## src/rtl/board_tracker.sv

```systemverilog
// Connect-four board tracker: per-colour occupancy maps, column heights, draw coordinates and win detection.
// Placements and checks complete in one cycle; the result and place_err are visible the cycle after the request. No backpressure.
module board_tracker #(
  parameter int BOARD_X0 = 24,
  parameter int BOARD_Y0 = 12,
  parameter int CELL     = 16
) (
  input  logic       clk,
  input  logic       resetn,
  input  logic       resetb,
  input  logic [6:0] r_col,
  input  logic [6:0] b_col,
  input  logic [6:0] c_col,
  input  logic       checkr,
  input  logic       checkb,
  output logic       win,
  output logic       rwin,
  output logic       bwin,
  output logic [5:0] boardcounter,
  output logic [7:0] draw_x,
  output logic [6:0] draw_y,
  output logic [6:0] col_full,
  output logic       place_err
);

  typedef enum logic [1:0] {IDLE, PLACED, OVER} state_t;

  state_t           state_q, state_d;
  logic [41:0]      red_q, red_d, blue_q, blue_d;
  logic [6:0][2:0]  height_q, height_d;
  logic [5:0]       cnt_q, cnt_d;
  logic             win_q, win_d, rwin_q, rwin_d, bwin_q, bwin_d;
  logic             place_err_q, place_err_d;
  logic [2:0]       last_row_q, last_row_d, last_col_q, last_col_d;
  logic [7:0]       draw_x_q, draw_x_d;
  logic [6:0]       draw_y_q, draw_y_d;

  logic [6:0] req_vec;
  logic       req_red, req_any, place_ok, place_bad, chk_en, win_now;
  logic [2:0] pcol, ph, ccol, ch;

  function automatic logic is_onehot(input logic [6:0] v);
    return (v != 7'd0) && ((v & (v - 7'd1)) == 7'd0);
  endfunction

  function automatic logic [2:0] col_of(input logic [6:0] v);
    logic [2:0] c;
    c = 3'd0;
    for (int i = 0; i < 7; i++)
      if (v[i]) c = 3'(i);
    return c;
  endfunction

  function automatic logic cell_at(input logic [41:0] m, input int r, input int c);
    if (r < 0 || r > 5 || c < 0 || c > 6) return 1'b0;
    return m[6'(r * 7 + c)];
  endfunction

  // Any 4-cell window along each of the four lines that contains (r, c).
  function automatic logic line_win(input logic [41:0] m, input int r, input int c);
    logic hit, run;
    int   dr, dc;
    hit = 1'b0;
    for (int d = 0; d < 4; d++) begin
      dr = (d == 0) ? 0 : 1;
      dc = (d == 1) ? 0 : ((d == 3) ? -1 : 1);
      for (int k = -3; k <= 0; k++) begin
        run = 1'b1;
        for (int j = 0; j < 4; j++)
          run = run & cell_at(m, r + (k + j) * dr, c + (k + j) * dc);
        hit = hit | run;
      end
    end
    return hit;
  endfunction

  always_comb begin
    req_red   = |r_col;
    req_vec   = req_red ? r_col : b_col;
    req_any   = |req_vec;
    pcol      = col_of(req_vec);
    ph        = height_q[pcol];
    place_ok  = req_any && is_onehot(req_vec) && (state_q != OVER) && (ph != 3'd6);
    place_bad = req_any && !place_ok;
    chk_en    = checkr | checkb;
    win_now   = chk_en && line_win(checkr ? red_q : blue_q, int'(last_row_q), int'(last_col_q));
    ccol      = col_of(c_col);
    ch        = height_q[ccol];
  end

  always_comb begin
    state_d = state_q;
    case (state_q)
      IDLE:    if (win_now) state_d = OVER;
               else if (place_ok) state_d = PLACED;
      PLACED:  if (win_now) state_d = OVER;
               else if (place_ok) state_d = PLACED;
               else if (chk_en) state_d = IDLE;
      OVER:    state_d = OVER;
      default: state_d = IDLE;
    endcase
    if (!resetb) state_d = IDLE;
  end

  always_comb begin
    red_d       = red_q;
    blue_d      = blue_q;
    height_d    = height_q;
    cnt_d       = cnt_q;
    win_d       = win_q;
    rwin_d      = rwin_q;
    bwin_d      = bwin_q;
    place_err_d = place_bad;
    last_row_d  = last_row_q;
    last_col_d  = last_col_q;
    draw_x_d    = draw_x_q;
    draw_y_d    = draw_y_q;
    if (place_ok) begin
      if (req_red) red_d[6'(int'(ph) * 7 + int'(pcol))] = 1'b1;
      else         blue_d[6'(int'(ph) * 7 + int'(pcol))] = 1'b1;
      height_d[pcol] = ph + 3'd1;
      if (cnt_q != 6'd42) cnt_d = cnt_q + 6'd1;
      last_row_d = ph;
      last_col_d = pcol;
    end
    if (win_now) begin
      win_d = 1'b1;
      if (checkr) rwin_d = 1'b1;
      else        bwin_d = 1'b1;
    end
    // Origin of the topmost piece in the column; an empty column has none.
    if (is_onehot(c_col) && ch != 3'd0) begin
      draw_x_d = 8'(BOARD_X0 + CELL * int'(ccol));
      draw_y_d = 7'(BOARD_Y0 + CELL * (6 - int'(ch)));
    end
    if (!resetb) begin
      red_d       = '0;
      blue_d      = '0;
      height_d    = '0;
      cnt_d       = '0;
      win_d       = 1'b0;
      rwin_d      = 1'b0;
      bwin_d      = 1'b0;
      place_err_d = 1'b0;
      last_row_d  = '0;
      last_col_d  = '0;
      draw_x_d    = '0;
      draw_y_d    = '0;
    end
  end

  always_ff @(posedge clk or negedge resetn) begin
    if (!resetn) begin
      state_q     <= IDLE;
      red_q       <= '0;
      blue_q      <= '0;
      height_q    <= '0;
      cnt_q       <= '0;
      win_q       <= 1'b0;
      rwin_q      <= 1'b0;
      bwin_q      <= 1'b0;
      place_err_q <= 1'b0;
      last_row_q  <= '0;
      last_col_q  <= '0;
      draw_x_q    <= '0;
      draw_y_q    <= '0;
    end else begin
      state_q     <= state_d;
      red_q       <= red_d;
      blue_q      <= blue_d;
      height_q    <= height_d;
      cnt_q       <= cnt_d;
      win_q       <= win_d;
      rwin_q      <= rwin_d;
      bwin_q      <= bwin_d;
      place_err_q <= place_err_d;
      last_row_q  <= last_row_d;
      last_col_q  <= last_col_d;
      draw_x_q    <= draw_x_d;
      draw_y_q    <= draw_y_d;
    end
  end

  always_comb begin
    col_full = '0;
    for (int i = 0; i < 7; i++) col_full[i] = (height_q[i] == 3'd6);
  end

  assign win          = win_q;
  assign rwin         = rwin_q;
  assign bwin         = bwin_q;
  assign boardcounter = cnt_q;
  assign draw_x       = draw_x_q;
  assign draw_y       = draw_y_q;
  assign place_err    = place_err_q;

endmodule

```

## config.mk

```make
export PLATFORM = sky130hd
export DESIGN_NAME = board_tracker
export DESIGN_NICKNAME = d
export VERILOG_FILES = /design/src/rtl/board_tracker.sv
export SDC_FILE = /design/constraint.sdc
export NUM_CORES = 1
export LEC_CHECK = 0
export CAP_MARGIN = 20
export CORE_MARGIN = 2
export CORE_UTILIZATION = 30
export DETAILED_ROUTE_END_ITERATION = 8
export PLACE_DENSITY = 0.5
export SYNTH_ARGS = -nofsm -noshare
export SYNTH_HDL_FRONTEND = slang
export SYNTH_SLANG_ARGS = --single-unit
```

## constraint.sdc

```tcl
create_clock -name clk -period 15.8 [get_ports clk]
set_input_delay 3.16 -clock clk [delete_from_list [all_inputs] [get_ports clk]]
set_output_delay 3.16 -clock clk [all_outputs]
set_load 0.005 [all_outputs]
```

After elaboration in Yosys (flattened, before gate mapping) --
Cells that the tools add are included. W data, S select, Z words.
Cells by class: equal/unequal tests 22, reduce and logical (&&, ||, !) cells 82, div/mod/pow operators 0, multiply operators 8, multiplexer cells 208, bitwise operators 68, order comparisons 58, $add $sub $neg 45, shifts and indexed selects 0
Operators with widths (number):
- $mux W42 | 7
- $lt A6 B8 Y1 const B | 26
- $bmux W1 S6 | 25
- $mux W1 | 137
- $or A42 B42 Y42 | 2
- $add A6 B5 Y6 | 12
- $logic_or A1 B1 Y1 | 57
- $and A1 B1 Y1 | 48
- $mux W3 | 15
- $mux W21 | 2
- $add A6 B4 Y6 | 6
- $add A6 B6 Y6 | 6
- $gt A5 B4 Y1 const B | 6
- $lt A5 B1 Y1 const B | 6
- $gt A4 B3 Y1 const B | 6
- $lt A4 B1 Y1 const B | 6
- $bwmux W21 | 1
- $eq A3 B3 Y1 const B | 7
- $mux W7 | 3
- $bmux W3 S3 | 2
- $mul A4 B3 Y6 const B | 3
- $mul A5 B4 Y6 const B | 3
- $mux W6 | 3
- $add A3 B2 Y4 const B | 4
- 40 further kinds | 98
Word-level totals: output and inout bits 32, bits in read-only memories 0, word-level logic and storage cells 510, memories 0, bits in registers 138, bits in latches 0, memory bits (writable) 0, bits of input ports 26

Longest topological paths before layout --
Gate-level depths: netlist (run 1).
word-level depth 28, gate-level depth with buffers 23

Worst setup path after synthesis (run 1) --
OpenSTA, ideal clock, no wires.
kind input to register, start input r_col[4], end register red_q[17], library setup time 0.066 ns, setup slack 7.922 ns, buffers on the path 3, arrival 7.811 ns, stages on the path 21, cell sequence nor3_2 and3_1 buf_2 a21o_1 clkbuf_1 nand2_1 a22o_1 a21oi_1 inv_1 fa_1 inv_1 fa_1 fa_1 inv_1 a21o_1 a21oi_1 xnor2_1 nand2b_1 nor3_2 clkbuf_1 a22o_1
On the way: word-level cells in the longest chain between the ends 20, elaborated cells on any way between the ends 34
Ends and longest elaborated chain:
- start, declared | RTL line 11 | input logic [6:0] r_col,
- $reduce_or A7 Y1 | RTL line 78 | req_red = |r_col;
- $mux W7 | RTL line 79 | req_vec = req_red ? r_col : b_col;
- $mux W1 | RTL line 50 | if (v[i]) c = 3'(i);
- $mux W2 (2 in a row) | RTL line 50
- $mux W3 (3 in a row) | RTL line 50
- $bmux W3 S3 | RTL line 82 | ph = height_q[pcol];
- $mux W3 (not written as such) | RTL line 82
- $mul A3 B3 Y6 | RTL line 119 | if (req_red) red_d[6'(int'(ph) * 7 + int'(pcol))] = 1'b1;
- $add A6 B3 Y6 | RTL line 119
- $lt A6 B8 Y1 (not written as such) / $ge A6 B1 Y1 (equally long branches) | RTL line 119
- $logic_and A1 B1 Y1 (not written as such) | RTL line 119
- $mux W1 (not written as such) | RTL line 119
- $demux W1 S6 | RTL line 119
- $or A42 B42 Y42 (no line)
- $mux W42 | RTL line 119
- $mux W42 | RTL line 118 | if (place_ok) begin
- $mux W42 | RTL line 136 | if (!resetb) begin
- end signal, assigned | RTL line 169 | red_q <= red_d;
- end, declared | RTL line 29 | logic [41:0] red_q, red_d, blue_q, blue_d;
Several ways; a longest one is shown, not always the timed one. The select of a mux whose other input is x is not followed. A chain may end at the register's enable or synchronous reset.

Worst setup path after layout (run 1) --
start input r_col[5], end register blue_q[3]
On the way: word-level cells in the longest chain between the ends 20, elaborated cells on any way between the ends 34
Ends and longest elaborated chain:
- $reduce_or A7 Y1 | RTL line 78
- $mux W7 | RTL line 79
- $mux W1 | RTL line 50
- $mux W2 (2 in a row) | RTL line 50
- $mux W3 (3 in a row) | RTL line 50
- $bmux W3 S3 | RTL line 82
- $mux W3 (not written as such) | RTL line 82
- $mul A3 B3 Y6 | RTL line 120 | else blue_d[6'(int'(ph) * 7 + int'(pcol))] = 1'b1;
- $add A6 B3 Y6 | RTL line 120
- $lt A6 B8 Y1 (not written as such) / $ge A6 B1 Y1 (equally long branches) | RTL line 120
- $logic_and A1 B1 Y1 (not written as such) | RTL line 120
- $mux W1 (not written as such) | RTL line 120
- $demux W1 S6 | RTL line 120
- $or A42 B42 Y42 (no line)
- $mux W42 | RTL line 119
- $mux W42 | RTL line 118
- $mux W42 | RTL line 136
- end signal, assigned | RTL line 170 | blue_q <= blue_d;
- end, declared | RTL line 29
Several ways; a longest one is shown, not always the timed one. The select of a mux whose other input is x is not followed.

==> run_results.csv, run 1 <==
group,metric,value,unit
timing,maxSlewViolCount,0,
logic_synthesis,async_flop_share,100,%
logic_synthesis,synth.area.top_cells,"mux4_2 (20%), dfrtp_1 (17%), ha_1 (9.3%)",
flow_run,maxCapViolCount,0,
timing,fin_setup_tns,0,ps
global_routing,track_usage,21.1,%
setup_path,r2r_end,"state_q[1]",
clock_tree,clock_sinks,131,
timing,fin_skew,7.02,ps
logic_synthesis,syn_inst,1998,
route,routedWlPerCell,24.8,µm
logic_synthesis,synth_cell_types,86,
floorplanning,die_w,259,µm
logic_synthesis,synth_seq_cells,131,
worst_hold_path,hold_class,"reg2reg",
route,met3_length,5450,µm
setup_path,critical_path.max_stage_delay,570,ps
run_status,outcome,"finished, final reports clean",
timing,fmaxAchievable,111,MHz
route,drt_iter0_markers,1992,
placement,globalplace.congestion,0.914,
logic_synthesis,synth_area,19600,µm²
finish,layout.nets,2203,
setup_path,endpoint,"blue_q[3]",
setup_path,cp_cell_sequence,"clkdlybuf4s50_1, nor3_2, and3_1, a21oi_1, a21oi_1, mux2i_1, a22o_1, a21oi_1, inv_1, fa_1, inv_1, fa_1, inv_1, ha_1, a21o_1, a21oi_1, xor2_1, nand3_1, o21ai_0",
logic_synthesis,yosysWarnings,0,
setup_path,rr_startpoint,"last_row_q[1]",
setup_path,cp_common_cell,"a21oi_1",
placement,port_buffers,52,
placement,hpwl,54600,µm
floorplanning,core-area,64500,µm²
floorplanning,die_y,259,µm
setup_path,rrSetupSlack,9120,ps
route,first_pass_iters,5,
power,p_leak,8.71,nW
setup_path,crit_path_start_kind,"primary input",
logic_synthesis,avgSynthCellArea,9.80,µm²
clock_tree,clk_pin_slew_worst_paths,60,ps
logic_synthesis,synth_top_area_share,20.0,%
global_routing,grt_pass1_vias,16859,
clock_tree,post_cts_resized,0,
setup_path,critPathArrivalTime,9310,ps
global_routing,grt-ovfl-total,0,
clock_tree,cts_hold_buf,0,
global_routing,grt_max_degree,99,
global_routing,grt_pass1_wl,108000,µm
setup_path,critical_path_class,"in2reg",
finish,final_util,33.5,%
finish,diodes,0,
route,drc,0,
setup_path,setup.worst_path.start,"r_col[5]",
clock_tree,clock_latency,430,ps
placement,place_ws,6160,ps
floorplanning,rows,93,
setup_path,crit_path_end_kind,"flip-flop",
clock_tree,cts_buffers,17,
route,route.top_layer_used,"met4",
timing,min_period,8980,ps
timing,finalWorstSetupSlack,6820,ps
clock_tree,cts_setup_buffers,0,
setup_path,r2r_cells,16,
timing,grt_setup_unrepaired,"false",
timing,finalSetupViolCount,0,
timing,period_share,56.8,%
floorplanning,initial_core_util,30.4,%
timing,relSlewSlack,24.9,%
power,power_density,51.6,nW/µm²
finish,area_growth,10.4,%
clock_tree,root_buffer,"clkbuf_16",
clock_tree,htree_num_levels,4,
logic_synthesis,synth_edf_count,0,
logic_synthesis,synth_top_cell_by_area,"mux4_2",
route,vias,17296,
timing,final_hold_viol_count,0,
logic_synthesis,ys.flop_type,"dfrtp_1",
floorplanning,boundaryPins,58,
route,routed_via_density,6.03,
finish,drive_gt1_share,15.5,%
setup_path,slowest_stage,"fa_1",
route,wl_met1,31400,µm
setup_path,cp_max_fo,16,
logic_synthesis,ys_seq_area_share,16.7,%
clock_tree,cts_buffer_depth,2,
timing,tightestPinTransition,1110,ps
power,peakVddDrop,0.0728,mV
route,wl_met2,32300,µm
global_routing,antenna_found_initial,0,
route,drt_wl_total,71300,µm
clock_tree,cts_tree,"done",
route,ant_nets,0,
setup_path,required,16130,ps
floorplanning,die_area,67300,µm²
## critical path: cells and delay by family
family / cells / cell delay [ps]
fa+ha+maj: 3 / 1400
buf+inv: 4 / 760
compound gates: 7 / 2170
xor+xnor: 1 / 270
simple gates: 3 / 1380
mux: 1 / 150
## power breakdown
group / leakage [nW] / internal, mW / switching (mW) / total, mW
combinational: 6.57 / 0.133 / 0.217 / 0.349
sequential: 1.83 / 0.337 / 0.00284 / 0.340
clock: 0.312 / 0.276 / 0.150 / 0.426
## routing by layer
metal,track usage (%),vias up
met5,0,-
met4,6.85,0
met3,2.87,111
met2,33.2,794
met1,29.7,8732
li1,-,7659
## flip-flops by register name (all words and copies together) (netlist names), 2 cells and up
name / flops
boardcounter: 6
last_row_q: 3
last_col_q: 3
blue_q: 42
red_q: 42
draw_y: 3
height_q: 21
draw_x: 5
state_q: 2
## kinds of logic after synthesis
family / synth area share, %
buffers and inverters: 4.20
other: 0.0192
DFF: 16.7
xor gates and xnor gates: 6.87
adders and majority gates: 12.3
and+or+nand+nor: 12.9
AOI/OAI and AO/OA: 16.0
muxes: 31.0
## how the worst min path moves through the flow
stage	slack, ps	cells past startpoint	start	end
after floorplan	470	1	blue_q[40]	blue_q[40]
after global placement	480	1	bwin	bwin
after detailed placement	490	1	bwin	bwin
after CTS	510	1	bwin	bwin
after global routing	530	1	bwin	bwin
final	510	1	bwin	bwin
## placed cells by master (no fill, tap or decap), types with 16 or more instances in the layout
cell | Yosys | routed
ha_1 | 146 | 145
o21ai_0 | 92 | 92
clkbuf_16 | 0 | 17
o211ai_1 | 16 | 16
nor3_1 | 34 | 34
inv_1 | 87 | 87
nand3_1 | 48 | 48
dfrtp_1 | 131 | 131
mux2_2 | 51 | 51
mux2i_1 | 136 | 136
buf_4 | 12 | 30
and2_1 | 27 | 27
nand2_1 | 133 | 133
mux4_2 | 174 | 174
nand4_1 | 17 | 17
fa_1 | 29 | 28
clkdlybuf4s50_1 | 0 | 49
a21o_1 | 43 | 43
nor2_1 | 137 | 137
xnor2_1 | 80 | 80
xor2_1 | 64 | 64
nand2b_1 | 21 | 21
a22o_1 | 41 | 41
nor2b_1 | 23 | 23
a211oi_1 | 28 | 28
a31oi_1 | 19 | 19
a21oi_1 | 117 | 117
## cell type report
cell class	instances	area, µm²
Clock buffer	20	467
Clock inverter	12	176
Fill cell	6593	42900
Inverter	90	338
Multi-Input combinational cell	1679	15500
Sequential cell	131	3280
Tap cell	855	1070
Timing Repair Buffer	83	754
## cell usage after synthesis (10+ instances only)
| cell type | number |
|---|---|
| dfrtp_1 | 131 |
| xor2_1 | 64 |
| nand2_1 | 133 |
| a21o_1 | 43 |
| o211ai_1 | 16 |
| ha_1 | 146 |
| fa_1 | 29 |
| mux2_2 | 51 |
| and3_1 | 11 |
| or3_1 | 10 |
| a31oi_1 | 19 |
| a22o_1 | 41 |
| nand4_1 | 17 |
| o221ai_1 | 11 |
| o21ai_0 | 92 |
| a211oi_1 | 28 |
| nand2b_1 | 21 |
| nor2_1 | 137 |
| inv_1 | 87 |
| xnor2_1 | 80 |
| nand3b_1 | 10 |
| buf_4 | 12 |
| and2_1 | 27 |
| clkbuf_1 | 57 |
| mux4_2 | 174 |
| buf_2 | 24 |
| nor2b_1 | 23 |
| mux2i_1 | 136 |
| nor3_1 | 34 |
| nand3_1 | 48 |
| a21oi_1 | 117 |
| nor4_1 | 10 |
## through the flow
stage          area, µm²  hold slack [ps]  std cells  total power [mW]
3_5_place_dp       20900              489       2836             0.689
5_1_grt            21600              527       2870              1.17
4_1_cts            21600              507       2868              1.12
6_report           21600              509       2870              1.12
2_1_floorplan      19600              470       2002             0.596
3_3_place_gp       20900              480       2836             0.685
(Power assumes the default switching activity.)
==> run 2: changes to the inputs <==
PLACE_DENSITY = 0.51   (was 0.5)
clock period = 7.8 ns   (was 15.8 ns; I/O delays follow)
==> run 2 against run 1 <==
Compared with the run above:
- critical path depth did not move
- hold slack improved by 3.3 ps
- sequential power rose by 100%
- clock power rose by 81%
- total power rose by 95%
- global-route usage rose by 0.13 points
- die area did not move
- register-to-register slack got worse by 7900 ps
- worst setup slack got worse by 6000 ps
- final area rose by 0.15%
- count of clock-buffer cells in the layout rose by 5
- via count fell by 0.23%
==> run_results.csv, run 2 (synthesis results as in run 1) <==
group,metric,value,unit
global_routing,grt-ovfl-total,0,
finish,diodes,0,
power,combPwrFrac,32.9,%
timing,fmaxAchievable,143,MHz
floorplanning,die_w,259,µm
global_routing,antenna_found_initial,0,
worst_hold_path,holdPathEnd,"bwin",
finish,design_area,21600,µm²
timing,tightestPinTransition,1090,ps
route,routedWlPerCell,24.8,µm
setup_path,r2r_end,"state_q[1]",
power,p_seq_share,31.6,%
route,first_pass_iters,6,
floorplanning,initial_core_util,30.4,%
setup_path,required,8130,ps
setup_path,rr_startpoint,"last_row_q[1]",
power,power_density,101,nW/µm²
timing,maxSlewViolCount,0,
setup_path,critical_path_class,"in2reg",
clock_tree,clock_latency,440,ps
placement,hpwl,55500,µm
route,drc,0,
finish,nFillCells,6590,
clock_tree,root_buffer,"clkbuf_16",
floorplanning,die_y,259,µm
timing,grt_setup_unrepaired,"false",
global_routing,grt_pass1_wl,109000,µm
setup_path,crit_path_end_kind,"flip-flop",
setup_path,cp_max_fo,16,
timing,relSlewSlack,26.7,%
finish,drive_gt1_share,15.7,%
global_routing,grt_max_degree,99,
power,fin_total_pwr,2.18,mW
finish,layout_commonest_cell,"mux4_2",
flow_run,maxCapViolCount,0,
worst_hold_path,hold_class,"reg2reg",
route,drt_wl_total,71300,µm
power,p_sw_share,33.9,%
power,peakVddDrop,0.156,mV
run_status,outcome,"finished, final reports clean",
clock_tree,post_cts_resized,0,
clock_tree,cts_hold_buf,0,
clock_tree,clk_pin_slew_worst_paths,60,ps
worst_hold_path,whs_path_depth,1,
timing,fin_setup_tns,0,ps
route,ant_nets,0,
timing,final_hold_viol_count,0,
clock_tree,cts_buffers,17,
setup_path,r2r_cells,19,
power,clock_power_share,35.5,%
power,p_leak,8.74,nW
timing,fin_skew,10.8,ps
global_routing,grt_pass1_vias,16869,
timing,min_period,6990,ps
finish,reg_top3,"blue_q (42), red_q (42), height_q (21)",
worst_hold_path,hold_start,"bwin",
clock_tree,htree_num_levels,4,
placement,globalplace.congestion,0.938,
route,vias,17257,
setup_path,critPathArrivalTime,7320,ps
finish,area_growth,10.5,%
power,p_sw,739,µW
floorplanning,boundaryPins,58,
finish,layout.nets,2217,
floorplanning,core-area,64500,µm²
setup_path,crit_path_start_kind,"primary input",
finish,final_cell_mix,"mux4_2 (174), ha_1 (145), nor2_1 (137), mux2i_1 (136), nand2_1 (133)",
floorplanning,rows,93,
power,power.internal,1.44,mW
floorplanning,die_area,67300,µm²
route,routed_via_density,5.99,
placement,place_area,21100,µm²
clock_tree,clock_sinks,131,
placement,port_buffers,52,
clock_tree,cts_setup_buffers,0,
route,drt_iter0_markers,1530,
global_routing,track_usage,21.2,%
timing,finalSetupViolCount,0,
clock_tree,cts_buffer_depth,2,
timing,period_share,89.6,%
clock_tree,cts_tree,"done",
setup_path,rrSetupSlack,1180,ps
==> run 2: final cells by class <==
type	instances	area, µm²	area share [%]
clock buffer	25	475	2.20
clock inverter	5	77.6	0.359
inverter	90	338	1.56
multi-input combinational	1679	15500	71.7
sequential	131	3280	15.2
tap	855	1070	4.94
timing repair buffer	97	877	4.05
==> run 2: power by group through the flow <==
stage	registers, mW	clock network, mW	logic, mW
3_5_place_dp	0.701	0	0.707
2_1_floorplan	0.699	0	0.508
6_report	0.689	0.772	0.717
3_3_place_gp	0.701	0	0.700
4_1_cts	0.689	0.790	0.712
5_1_grt	0.689	0.821	0.781
==> run 2: per-stage QoR <==
step           worst slack (ps)  hold WS [ps]  utilization (%)  std cells
6_report                    807           512             33.6       2882
5_1_grt                     229           535             33.6       2882
4_1_cts                     539           513             33.5       2880
3_5_place_dp               83.9           487             32.7       2850
3_3_place_gp                235           486             32.7       2849
2_1_floorplan              1400           470                -       2002
==> run 2: metal layers <==
metal | vias to the layer above | part of all wire [%] | global-route usage, % | wire length, µm
met4 | 2 | 4.2 | 8.64 | 3030
met3 | 134 | 7.6 | 3.66 | 5400
met5 | - | 0.17 | 1.28 | 124
met2 | 802 | 45 | 32.9 | 32000
li1 | 7694 | - | - | -
met1 | 8625 | 43 | 29.0 | 30800
==> run 2: critical path, cell delays in order <==
cell	delay (ps)
clkdlybuf4s50_1	460
nor3_2	330
and3_1	500
a21oi_1	250
a21oi_1	350
mux2i_1	130
a22o_1	200
a21oi_2	330
inv_1	160
fa_1	520
inv_1	50
fa_1	570
inv_1	60
ha_1	280
a21o_1	180
a21oi_1	270
xor2_1	240
nand3_1	490
o21ai_0	380
==> run 2: how the worst max path moves through the flow <==
| stage | from | to | slack, ps | cells after the start |
|---|---|---|---|---|
| finish | r_col[5] | blue_q[15] | 810 | 19 |
| global route | r_col[5] | blue_q[16] | 230 | 19 |
| CTS | r_col[5] | red_q[20] | 540 | 20 |
| detailed placement | r_col[5] | red_q[20] | 80 | 20 |
| global placement | r_col[5] | red_q[18] | 230 | 20 |
| floorplan | last_row_q[1] | bwin | 1400 | 19 |
